===== config.mk =====
export PLATFORM = sky130hd
export DESIGN_NAME = alu_share_ctrl
export DESIGN_NICKNAME = d
export VERILOG_FILES = /design/src/rtl/alu_share_ctrl.sv
export SDC_FILE = /design/constraint.sdc
export NUM_CORES = 1
export LEC_CHECK = 0
export ABC_AREA = 1
export CORE_MARGIN = 2
export CORE_UTILIZATION = 39
export CTS_CLUSTER_DIAMETER = 100
export DETAILED_ROUTE_END_ITERATION = 12
export SLEW_MARGIN = 15
export SYNTH_ARGS = -nofsm -noshare
export SYNTH_HDL_FRONTEND = slang
export SYNTH_SLANG_ARGS = --single-unit

===== constraint.sdc =====
create_clock -name clk -period 2.21 [get_ports clk]
set_input_delay 0.221 -clock clk [delete_from_list [all_inputs] [get_ports clk]]
set_output_delay 0.221 -clock clk [all_outputs]
set_load 0.01 [all_outputs]

===== src/rtl/alu_share_ctrl.sv =====
// -----------------------------------------------------------------------------
// alu_share_ctrl
//
// Shares one registered ALU between two requesters. A round-robin arbiter
// picks a requester in IDLE, its opcode/operands are captured, the ALU result
// is registered in EXEC, and a one-cycle ack is returned to that requester in
// DONE. Exactly one operation is in flight at a time (one op per 3 cycles).
//
// Optional feature (macro ALU_SHARE_STATS_EN): adds saturating 16-bit
// per-requester completed-operation counters op_cnt0/op_cnt1.
//
// Ports:
//   clk       rising-edge clock
//   rst       asynchronous reset, active-high
//   req[1:0]  per-requester operation pending
//   cmd0/a0/b0, cmd1/a1/b1   opcode and operands of each requester
//   ack[1:0]  one-cycle completion pulse to the requester served
//   result    ALU result, valid while ack != 0 and held afterwards
//   overflow  carry-out for add/sub, 0 otherwise (same timing as result)
//   busy      high while in EXEC or DONE
//   grant_id  requester currently or last served
//   op_cnt0/op_cnt1  (ALU_SHARE_STATS_EN only) completed-op counters
// -----------------------------------------------------------------------------
module alu_share_ctrl #(
    parameter int WIDTH = 4
) (
    input  logic             clk,
    input  logic             rst,
    input  logic [1:0]       req,
    input  logic [2:0]       cmd0,
    input  logic [WIDTH-1:0] a0,
    input  logic [WIDTH-1:0] b0,
    input  logic [2:0]       cmd1,
    input  logic [WIDTH-1:0] a1,
    input  logic [WIDTH-1:0] b1,
    output logic [1:0]       ack,
    output logic [WIDTH-1:0] result,
    output logic             overflow,
    output logic             busy,
    output logic             grant_id
`ifdef ALU_SHARE_STATS_EN
    ,
    output logic [15:0]      op_cnt0,
    output logic [15:0]      op_cnt1
`endif
);

    typedef enum logic [1:0] {
        ST_IDLE = 2'd0,
        ST_EXEC = 2'd1,
        ST_DONE = 2'd2
    } state_t;

    localparam logic [WIDTH-1:0] ONE_W  = {{(WIDTH-1){1'b0}}, 1'b1};
    localparam logic [WIDTH-1:0] ZERO_W = {WIDTH{1'b0}};

    state_t           state_q, state_d;
    logic [2:0]       op_cmd_q, op_cmd_d;
    logic [WIDTH-1:0] op_a_q, op_a_d;
    logic [WIDTH-1:0] op_b_q, op_b_d;
    logic             grant_id_q, grant_id_d;
    logic             rr_last_q, rr_last_d;
    logic [WIDTH-1:0] result_q, result_d;
    logic             overflow_q, overflow_d;
    logic [1:0]       ack_q, ack_d;
    logic             busy_q, busy_d;

    logic [WIDTH-1:0] alu_res_s;
    logic             alu_ovf_s;
    logic [WIDTH:0]   alu_sum_s;
    logic [WIDTH-1:0] neg_b_s;
    logic             gsel_s;

    // ALU datapath: works only on the captured operands, never on live inputs
    always_comb begin
        alu_sum_s = {1'b0, ZERO_W};
        neg_b_s   = (~op_b_q) + ONE_W;
        alu_res_s = ZERO_W;
        alu_ovf_s = 1'b0;
        case (op_cmd_q)
            3'b000: begin
                alu_sum_s = {1'b0, op_a_q} + {1'b0, op_b_q};
                alu_res_s = alu_sum_s[WIDTH-1:0];
                alu_ovf_s = alu_sum_s[WIDTH];
            end
            3'b001: begin
                // Subtract as a + (-b); b == 0 yields -b == 0, so no carry.
                alu_sum_s = {1'b0, op_a_q} + {1'b0, neg_b_s};
                alu_res_s = alu_sum_s[WIDTH-1:0];
                alu_ovf_s = alu_sum_s[WIDTH];
            end
            3'b010:  alu_res_s = ~op_a_q;
            3'b011:  alu_res_s = op_a_q & op_b_q;
            3'b100:  alu_res_s = op_a_q | op_b_q;
            3'b101:  alu_res_s = op_a_q ^ op_b_q;
            3'b110:  alu_res_s = ($signed(op_a_q) < $signed(op_b_q)) ? ONE_W : ZERO_W;
            3'b111:  alu_res_s = (op_a_q == op_b_q) ? ONE_W : ZERO_W;
            default: alu_res_s = ZERO_W;
        endcase
    end

    // Round-robin pick: on a tie, serve the requester that was not served last
    always_comb begin
        if (req == 2'b11) begin
            gsel_s = ~rr_last_q;
        end else begin
            gsel_s = req[1];
        end
    end

    // Next-state and next-output logic for the IDLE -> EXEC -> DONE sequence
    always_comb begin
        state_d    = state_q;
        op_cmd_d   = op_cmd_q;
        op_a_d     = op_a_q;
        op_b_d     = op_b_q;
        grant_id_d = grant_id_q;
        rr_last_d  = rr_last_q;
        result_d   = result_q;
        overflow_d = overflow_q;
        ack_d      = 2'b00;
        busy_d     = busy_q;
        case (state_q)
            ST_IDLE: begin
                if (req != 2'b00) begin
                    grant_id_d = gsel_s;
                    op_cmd_d   = gsel_s ? cmd1 : cmd0;
                    op_a_d     = gsel_s ? a1   : a0;
                    op_b_d     = gsel_s ? b1   : b0;
                    busy_d     = 1'b1;
                    state_d    = ST_EXEC;
                end else begin
                    state_d    = ST_IDLE;
                end
            end
            ST_EXEC: begin
                result_d   = alu_res_s;
                overflow_d = alu_ovf_s;
                // ack is registered so it is high exactly during DONE
                ack_d      = grant_id_q ? 2'b10 : 2'b01;
                state_d    = ST_DONE;
            end
            ST_DONE: begin
                rr_last_d  = grant_id_q;
                busy_d     = 1'b0;
                state_d    = ST_IDLE;
            end
            default: begin
                busy_d     = 1'b0;
                state_d    = ST_IDLE;
            end
        endcase
    end

    // State and registered-output flops
    always_ff @(posedge clk or posedge rst) begin
        if (rst) begin
            state_q    <= ST_IDLE;
            op_cmd_q   <= 3'b000;
            op_a_q     <= ZERO_W;
            op_b_q     <= ZERO_W;
            grant_id_q <= 1'b0;
            rr_last_q  <= 1'b1;
            result_q   <= ZERO_W;
            overflow_q <= 1'b0;
            ack_q      <= 2'b00;
            busy_q     <= 1'b0;
        end else begin
            state_q    <= state_d;
            op_cmd_q   <= op_cmd_d;
            op_a_q     <= op_a_d;
            op_b_q     <= op_b_d;
            grant_id_q <= grant_id_d;
            rr_last_q  <= rr_last_d;
            result_q   <= result_d;
            overflow_q <= overflow_d;
            ack_q      <= ack_d;
            busy_q     <= busy_d;
        end
    end

    assign ack      = ack_q;
    assign result   = result_q;
    assign overflow = overflow_q;
    assign busy     = busy_q;
    assign grant_id = grant_id_q;

`ifdef ALU_SHARE_STATS_EN
    logic [15:0] op_cnt0_q, op_cnt0_d;
    logic [15:0] op_cnt1_q, op_cnt1_d;

    // Saturating per-requester counters, bumped on the edge leaving DONE
    always_comb begin
        op_cnt0_d = op_cnt0_q;
        op_cnt1_d = op_cnt1_q;
        if (state_q == ST_DONE) begin
            if (grant_id_q == 1'b0) begin
                if (op_cnt0_q != 16'hFFFF) begin
                    op_cnt0_d = op_cnt0_q + 16'd1;
                end else begin
                    op_cnt0_d = op_cnt0_q;
                end
            end else begin
                if (op_cnt1_q != 16'hFFFF) begin
                    op_cnt1_d = op_cnt1_q + 16'd1;
                end else begin
                    op_cnt1_d = op_cnt1_q;
                end
            end
        end else begin
            op_cnt0_d = op_cnt0_q;
            op_cnt1_d = op_cnt1_q;
        end
    end

    // Counter flops
    always_ff @(posedge clk or posedge rst) begin
        if (rst) begin
            op_cnt0_q <= 16'd0;
            op_cnt1_q <= 16'd0;
        end else begin
            op_cnt0_q <= op_cnt0_d;
            op_cnt1_q <= op_cnt1_d;
        end
    end

    assign op_cnt0 = op_cnt0_q;
    assign op_cnt1 = op_cnt1_q;
`endif

endmodule


== Yosys cells after proc, flatten, opt, wreduce, memory -nomap -nowiden ==
Cells that the tools add are included.

* Flip-flop bits (word level): 23
* Input port bits: 26
* Logic and storage cells: 52

* Add/sub/neg operators: 3
* Magnitude comparators: 1
* Equality and inequality tests: 12
* Muxes and demuxes: 14
* Bitwise gates (word level): 7
* Reduce and logical (&&, ||, !) cells: 5

{| class="wikitable"
|+ Operators by type and width
! cell !! count
|-
| $pmux 4 s8 || 1
|-
| $eq 3x3->1 const B || 4
|-
| $add 4x4->5 || 2
|-
| $mux 4 || 2
|-
| $not 4->4 || 2
|-
| $eq 3x2->1 const B || 2
|-
| $mux 1 || 5
|-
| $add 4x1->4 const B || 1
|-
| $and 4x4->4 || 1
|-
| $eq 2x2->1 const B || 2
|-
| $eq 4x4->1 || 1
|-
| $lt 4x4->1 || 1
|-
| $mux 2 || 2
|-
| $or 4x4->4 || 1
|-
| $pmux 1 s2 || 2
|-
| $pmux 2 s2 || 1
|-
| $reduce_and 2->1 || 2
|-
| $xor 4x4->4 || 1
|-
| $eq 3x1->1 const B || 1
|-
| $logic_not 3->1 || 1
|-
| $mux 3 || 1
|-
| $eq 2x1->1 const B || 1
|-
| $logic_not 2->1 || 1
|-
| $ne 2x2->1 const B || 1
|-
| other kinds (2) || 3
|}

== Depth between registers and ports, before layout ==
Gate-level depths: netlist (run 1).

* Depth after elaboration: 4
* Gate-level depth with buffers: 12
* Gate-level depth less buffers: 12

== Worst setup path after synthesis (run 1) ==
No wires, ideal clock.

* Kind: reg2reg
* Start point: register op_b_q[1]
* End point: register result_q[2], in the netlist result[2]
* Arrival: 1.617 ns
* Data required time: 2.093 ns
* Slack: 0.476 ns
* Stages on the path, launching flop included: 13
* Path buffers: 0
* Cell sequence: dfrtp_1 -> inv_1 -> ha_1 -> inv_1 -> fa_1 -> inv_1 -> nand2_1 -> nand2_1 -> nor2_1 -> nor2_1 -> nand4_1 -> o21ai_1 -> inv_1

* Word-level cells in the longest chain between the ends: 4
* Elaborated cells on any way between the ends: 5
* Those cells by class: add/sub: 3; mux: 1; bitwise: 1

{| class="wikitable"
|+ RTL lines
! item !! RTL line !! RTL
|-
| start: declaration || 60 || <nowiki>logic [WIDTH-1:0] op_b_q, op_b_d;</nowiki>
|-
| start signal: assignment || 172 || <nowiki>op_b_q <= op_b_d;</nowiki>
|-
| $not 4->4 || 77 || <nowiki>neg_b_s = (~op_b_q) + ONE_W;</nowiki>
|-
| $add 4x1->4 || 77 ||
|-
| $add 4x4->5 || 88 || <nowiki>alu_sum_s = {1'b0, op_a_q} + {1'b0, neg_b_s};</nowiki>
|-
| $pmux 4 s8 * || 80 || <nowiki>case (op_cmd_q)</nowiki>
|-
| end signal: assignment || 175 || <nowiki>result_q <= result_d;</nowiki>
|-
| end: declaration || 63 || <nowiki>logic [WIDTH-1:0] result_q, result_d;</nowiki>
|}

Mark *: on every way between the ends. The rest lies on a longest branch, timed or not.
A chain may end at the register's enable or synchronous reset.

== Worst setup path after layout (run 1) ==
Ends and elaborated chain as after synthesis.

==> results of run 1 <==
cells by family after synthesis:
kind of cell | synth area share (%)
adders and majority gates | 14.8
xor gates and xnor gates | 1.08
DFF | 35.5
AOI/OAI and AO/OA | 17.0
and+or+nand+nor | 21.8
buffers and inverters | 9.92
sequential cells by signal, indices dropped and copies added (netlist names), 2 cells and up:
name,flops
state_q,2
result,4
op_cmd_q,3
ack,2
op_b_q,4
op_a_q,4
routing by layer:
| layer | wire length [um] | track usage (%) | vias up |
|---|---|---|---|
| li1 | - | - | 777 |
| met1 | 1960 | 26.9 | 677 |
| met2 | 1640 | 26.4 | 43 |
| met3 | 117 | 1.95 | 7 |
| met4 | 78 | 7.00 | 0 |
| met5 | 0 | 0 | - |
through the flow:
stage	instances	area (um^2)	power (W)
final	304	2070	0.00306
after global routing	304	2070	0.00339
after CTS	304	2070	0.00307
after detailed placement	300	2030	0.00278
after global placement	300	2030	0.00278
after floorplan	218	1630	0.00220
area by class of cell:
type	instances	area [um^2]	share of cell area, %
flip-flops and latches	23	577	27.8
repair buffers	36	355	17.1
multi-input cells	153	888	42.9
inverters	38	143	6.88
clock buffers	3	41.3	1.99
clock inverters	1	5.00	0.242
well taps	50	62.6	3.02
path summary, 6_finish.rpt:
| check | to | slack, ps | cells past startpoint |
|---|---|---|---|
| max | result[2]$_DFFE_PP0P_ | 320 | 12 |
| min | ack[1]$_DFF_PP0_ | 280 | 3 |
| max reg2reg | result[2]$_DFFE_PP0P_ | 320 | 12 |
| min reg2reg | ack[0]$_DFF_PP0_ | 490 | 1 |
| max in group asynchronous | rr_last_q$_DFFE_PP1N_ | 1650 | 3 |
| min in group clk | ack[0]$_DFF_PP0_ | 490 | 1 |
Yosys cell counts:
library cell,number
nor2_4,1
o21ai_0,17
clkbuf_1,1
dfstp_2,1
nor2_2,4
dfrtp_1,22
o21ai_2,2
fa_1,2
nor2_1,26
nand2_1,40
xor2_1,1
buf_2,3
ha_1,16
nand2_2,3
nand4_1,1
o22ai_1,12
nand3_1,8
o211ai_1,1
inv_1,30
a21oi_2,1
inv_2,8
o21ai_1,6
nor3_1,1
a31oi_1,2
xnor2_1,1
a21oi_1,8
power by group through the flow:
stage | sequential, W | clock [W] | combinational, W
after floorplan | 0.000828 | 0 | 0.00137
after global placement | 0.000841 | 0 | 0.00194
after detailed placement | 0.000844 | 0 | 0.00194
after CTS | 0.000837 | 0.000280 | 0.00195
after global routing | 0.000869 | 0.000297 | 0.00222
final | 0.000836 | 0.000269 | 0.00195
worst min-delay path, cell delays in order:
cell             delay, ps
clkdlybuf4s50_1        390
inv_1                   50
buf_4                  290
==> impl_results.md, run 1 <==
* # Max-Cap Violations at 0
* DP Wirelength at 3.04 mm
* Core area at 0.00400 mm^2
* GRT Util Overall at 18.0%
* Drt via density at 4.95
* DR WL/cell at 12.5 um
* Yosys top cell area share at 33.8%
* Status: finished, final reports clean
* Clk_lat worst skew at 270 ps
* Synth area leader: dfrtp_1
* Hold Buf Count CTS at 0
* Max FO, Critical Path at 6
* Register area share after synthesis at 35.5%
* Routability cong. at 0.942
* Mapped Cells at 218
* Crit-path cells: inv_1, ha_1, inv_1, fa_1, inv_1, nand2_1, nand2_1, nor2_1, nor2_1, nand4_1, o21ai_1, inv_1
* Worst setup margin at 321 ps
* Most frequent cells in the layout: nand2_1, clkdlybuf4s50_1, inv_1, nor2_1, dfrtp_1
* Yosys Warn Count at 0
* I/O Buffers at 34
* Slew Viols, Final at 0
* Number of remaining DRC errors at 0
* Syn Std Cell Area at 0.00163 mm^2
* CTS tree: done
* Most used cell, CP: inv_1
* Internal power at 0.00154 W
* Slew headroom at 79.9%
* Wirelength, routed at 3.80 mm
* Leakage power at 1.00 nW
* Hold crit path type: in2async
* Number of fill cells at 411
* WS Path Type: reg2reg
* Antenna viol nets, final at 0
* Share of layout cells above drive strength 1 at 10.2%
* Router iterations before antenna repair at 4
* Tmin final at 1890 ps
* PD cells at 1480 mW/mm^2
* Hold slack final at 279 ps
* P&R area growth vs syn at 27.4%
* Logic pwr share at 63.9%
* Initial antenna violation count at 0
* Start point of the critical path: op_b_q[1]$_DFFE_PP0P_
* Final Hold Vio Count at 0
* Clock buffer depth at 2
* Skew final at 3.53 ps
* Worst Path Arrival at 2060 ps
* Most common cell after layout, fill and taps aside: nand2_1
* Fin nets at 299
* Clock sink count at 23
* CTS buffer count at 3
* # Post-CTS Setup Buffers at 0
* Maximum vdd drop at 488 uV
* Setup TNS at 0 ps
* Max Clk Rate at 0.529 GHz
* H-tree level count at 1
* Initial Util at 40.7%
* Required time at the worst-slack endpoint at 2380 ps
* GRT overflow at 0
* Netlist cell types at 26
* Worst path top cell family by delay: adder cells
* Placement Rows at 23
* Sequential power share at 27.3%
* Die area at 0.00470 mm^2
* Tcrit/Tclk final at 85.5%
* Total nets after synthesis at 262
* Max incr delay on CP at 380 ps
* Final core occ at 51.8%
* Clock network power share at 8.8%
* RSZ-0062 raised after global routing: false
* Pin count of the biggest net entering global routing at 24
* Vias in the first global route at 1367
* Slew @ Worst Pin at 301 ps
* CP bufs+invs at 4
* Switch Pwr at 0.00151 W
* # setup viols final at 0
* IO Pins at 35
* Die Width at 68.6 um
* Pre-CTS WS at 326 ps
* Switching part of the total at 49.5%
* Diodes inserted at 0
* Reg clk slew, reported paths at 80 ps
* Global-route wire length before repair at 6.29 mm
* Starting DRT DRC Count at 79
* Resized cells post-CTS at 0
* Slowest CP cell: fa_1
* Reg2reg start: op_b_q[1]$_DFFE_PP0P_
* Die height at 68.6 um
* CP Launch Type: flop
* Synth Register Bits at 23
* Vias at 1504
* CP Capture Type: flop
* Synth area leaders: dfrtp_1, ha_1, nand2_1
* Syn avg cell area at 7.46 um^2
* Root buf cell: clkbuf_8
Power figures use the tool's default switching activity.
==> inputs of run 2 (changes only) <==
==> constraint.sdc (replaced) <==
create_clock -name clk -period 2.21 [get_ports clk]
set_input_delay 0.442 -clock clk [delete_from_list [all_inputs] [get_ports clk]]
set_output_delay 0.442 -clock clk [all_outputs]
set_load 0.01 [all_outputs]
==> run 2 against run 1 <==
  * Utilization is the same
  * Critical endpoint unchanged
  * Clock power is essentially flat
  * Final area is the same
  * Worst setup slack gained 1.8 ps
  * Sequential power is essentially flat
  * First-iteration DRC count shrank 18%
==> impl_results.md, run 2 (synthesis results as in run 1) <==
* H-tree level count at 1 (unchanged)
* GRT overflow at 0 (unchanged)
* Clk_lat worst skew at 270 ps (about the same)
* Clock buffer depth at 2 (unchanged)
* Antenna viol nets, final at 0 (unchanged)
* RSZ-0062 raised after global routing: false
* Die area at 0.00470 mm^2 (unchanged)
* Final Hold Vio Count at 0 (unchanged)
* Starting DRT DRC Count at 65 (-18%)
* DR WL/cell at 12.2 um (-2.4%)
* Cell Area, Placed at 0.00203 mm^2 (unchanged)
* FF+latch area at 577 um^2 (unchanged)
* Number of remaining DRC errors at 0 (unchanged)
* DP Wirelength at 3.01 mm (-0.84%)
* Initial Util at 40.7% (unchanged)
* Placement Rows at 23 (unchanged)
* Vias in the first global route at 1441 (+5.4%)
* Share of layout cells above drive strength 1 at 10.2% (unchanged)
* Routability cong. at 0.942 (about the same)
* CP Capture Type: flop
* Die height at 68.6 um (unchanged)
* Resized cells post-CTS at 0 (unchanged)
* Layout Cells excl Fill at 304 (unchanged)
* GRT Util Overall at 18.7% (+0.71 points)
* Tcrit/Tclk final at 85.4% (about the same)
* DP Cell Count at 300 (unchanged)
* Setup TNS at 0 ps (unchanged)
* WS Path Type: reg2reg
* Initial antenna violation count at 0 (unchanged)
* Router iterations before antenna repair at 4 (unchanged)
* IO Pins at 35 (unchanged)
* Leakage power at 1.00 nW (unchanged)
* Core area at 0.00400 mm^2 (unchanged)
* Die Width at 68.6 um (unchanged)
* P&R area growth vs syn at 27.4% (unchanged)
* CTS tree: done
* Slew headroom at 79.9% (about the same)
* Most common cell after layout, fill and taps aside: nand2_1
* Diodes inserted at 0 (unchanged)
* Pre-CTS WS at 316 ps (-10.2 ps)
* # Post-CTS Setup Buffers at 0 (unchanged)
* Finished layout cell area at 0.00207 mm^2 (unchanged)
* CTS buffer count at 3 (unchanged)
* Reg clk slew, reported paths at 90 ps (about the same)
* Final core occ at 51.8% (unchanged)
* Slew @ Worst Pin at 301 ps (-0.816 ps)
* # setup viols final at 0 (unchanged)
* Global-route wire length before repair at 6.56 mm (+4.4%)
* Skew final at 2.96 ps (-0.574 ps)
* Most frequent cells in the layout: nand2_1, clkdlybuf4s50_1, inv_1, nor2_1, dfrtp_1
* Area of the multi-input gates at 888 um^2 (unchanged)
* Vias at 1474 (-2.0%)
* Status: finished, final reports clean
* Clock sink count at 23 (unchanged)
* CP Launch Type: flop
* PD cells at 1470 mW/mm^2 (-0.35%)
* Drt via density at 4.85 (-2.0%)
* Max FO, Critical Path at 6 (unchanged)
* # Max-Cap Violations at 0 (unchanged)
* Maximum vdd drop at 507 uV (+3.8%)
* I/O Buffers at 34 (unchanged)
* Hold crit path type: in2async
* Root buf cell: clkbuf_8
* Number of fill cells at 400 (-2.7%)
* Wirelength, routed at 3.71 mm (-2.4%)
* Fin nets at 299 (unchanged)
* Slew Viols, Final at 0 (unchanged)
* Worst Path Arrival at 2060 ps (about the same)
* Worst setup margin at 322 ps (+1.75 ps)
* Pin count of the biggest net entering global routing at 24 (unchanged)
* Hold Buf Count CTS at 0 (unchanged)
* Max Clk Rate at 0.530 GHz (about the same)
* Required time at the worst-slack endpoint at 2380 ps (about the same)
* Tmin final at 1890 ps (-1.75 ps)
## run 2: cell counts in the layout (fill, tap and decap cells not counted)
No cell type changed its count.
## run 2: path summary, 6_finish.rpt
path,endpoint,slack [ps],from,depth (start not counted)
max,result[2]$_DFFE_PP0P_,320,op_b_q[1]$_DFFE_PP0P_,12
min,overflow$_DFFE_PP0P_,490,rst,3
max reg2reg,result[2]$_DFFE_PP0P_,320,op_b_q[1]$_DFFE_PP0P_,12
min reg2reg,overflow$_DFFE_PP0P_,490,overflow$_DFFE_PP0P_,2
max in group asynchronous,rr_last_q$_DFFE_PP1N_,1440,rst,3
min in group clk,overflow$_DFFE_PP0P_,490,overflow$_DFFE_PP0P_,2
## run 2: routing by layer
| metal | global-route usage [%] | up-vias | routed length [um] |
|---|---|---|---|
| li1 | - | 777 | - |
| met3 | 2.44 | 4 | 124 |
| met1 | 28.1 | 663 | 1880 |
| met4 | 4.50 | 0 | 46 |
| met5 | 0 | - | 0 |
| met2 | 28.4 | 30 | 1660 |
## run 2: stage by stage
step | power, W | hold WS, ps
after floorplan | 0.00220 | 443
after global placement | 0.00278 | 465
after detailed placement | 0.00278 | 477
after CTS | 0.00306 | 497
after global routing | 0.00342 | 522
final | 0.00305 | 490
## run 2: power by group
part | leakage [nW] | switching (W) | internal [W] | total (W)
registers | 0.280 | 0.000205 | 0.000631 | 0.000836
logic | 0.694 | 0.00115 | 0.000787 | 0.00194
clock network | 0.0255 | 0.000146 | 0.000126 | 0.000272
total | 1.00 | 0.00150 | 0.00154 | 0.00305
## run 2: worst max-delay path, stage by stage, from the launching register on
cell     delay, ps
dfrtp_1        350
inv_1          120
ha_1           330
inv_1           60
fa_1           370
inv_1           70
nand2_1         60
nand2_1         60
nor2_1          50
nor2_1          90
nand4_1        100
o21ai_1         80
inv_1           40
## run 2: area by class of cell
cell class	instances	share of cell area, %
clock buffers	3	1.99
clock inverters	1	0.242
inverters	38	6.88
multi-input cells	153	42.9
flip-flops and latches	23	27.8
well taps	50	3.02
repair buffers	36	17.1
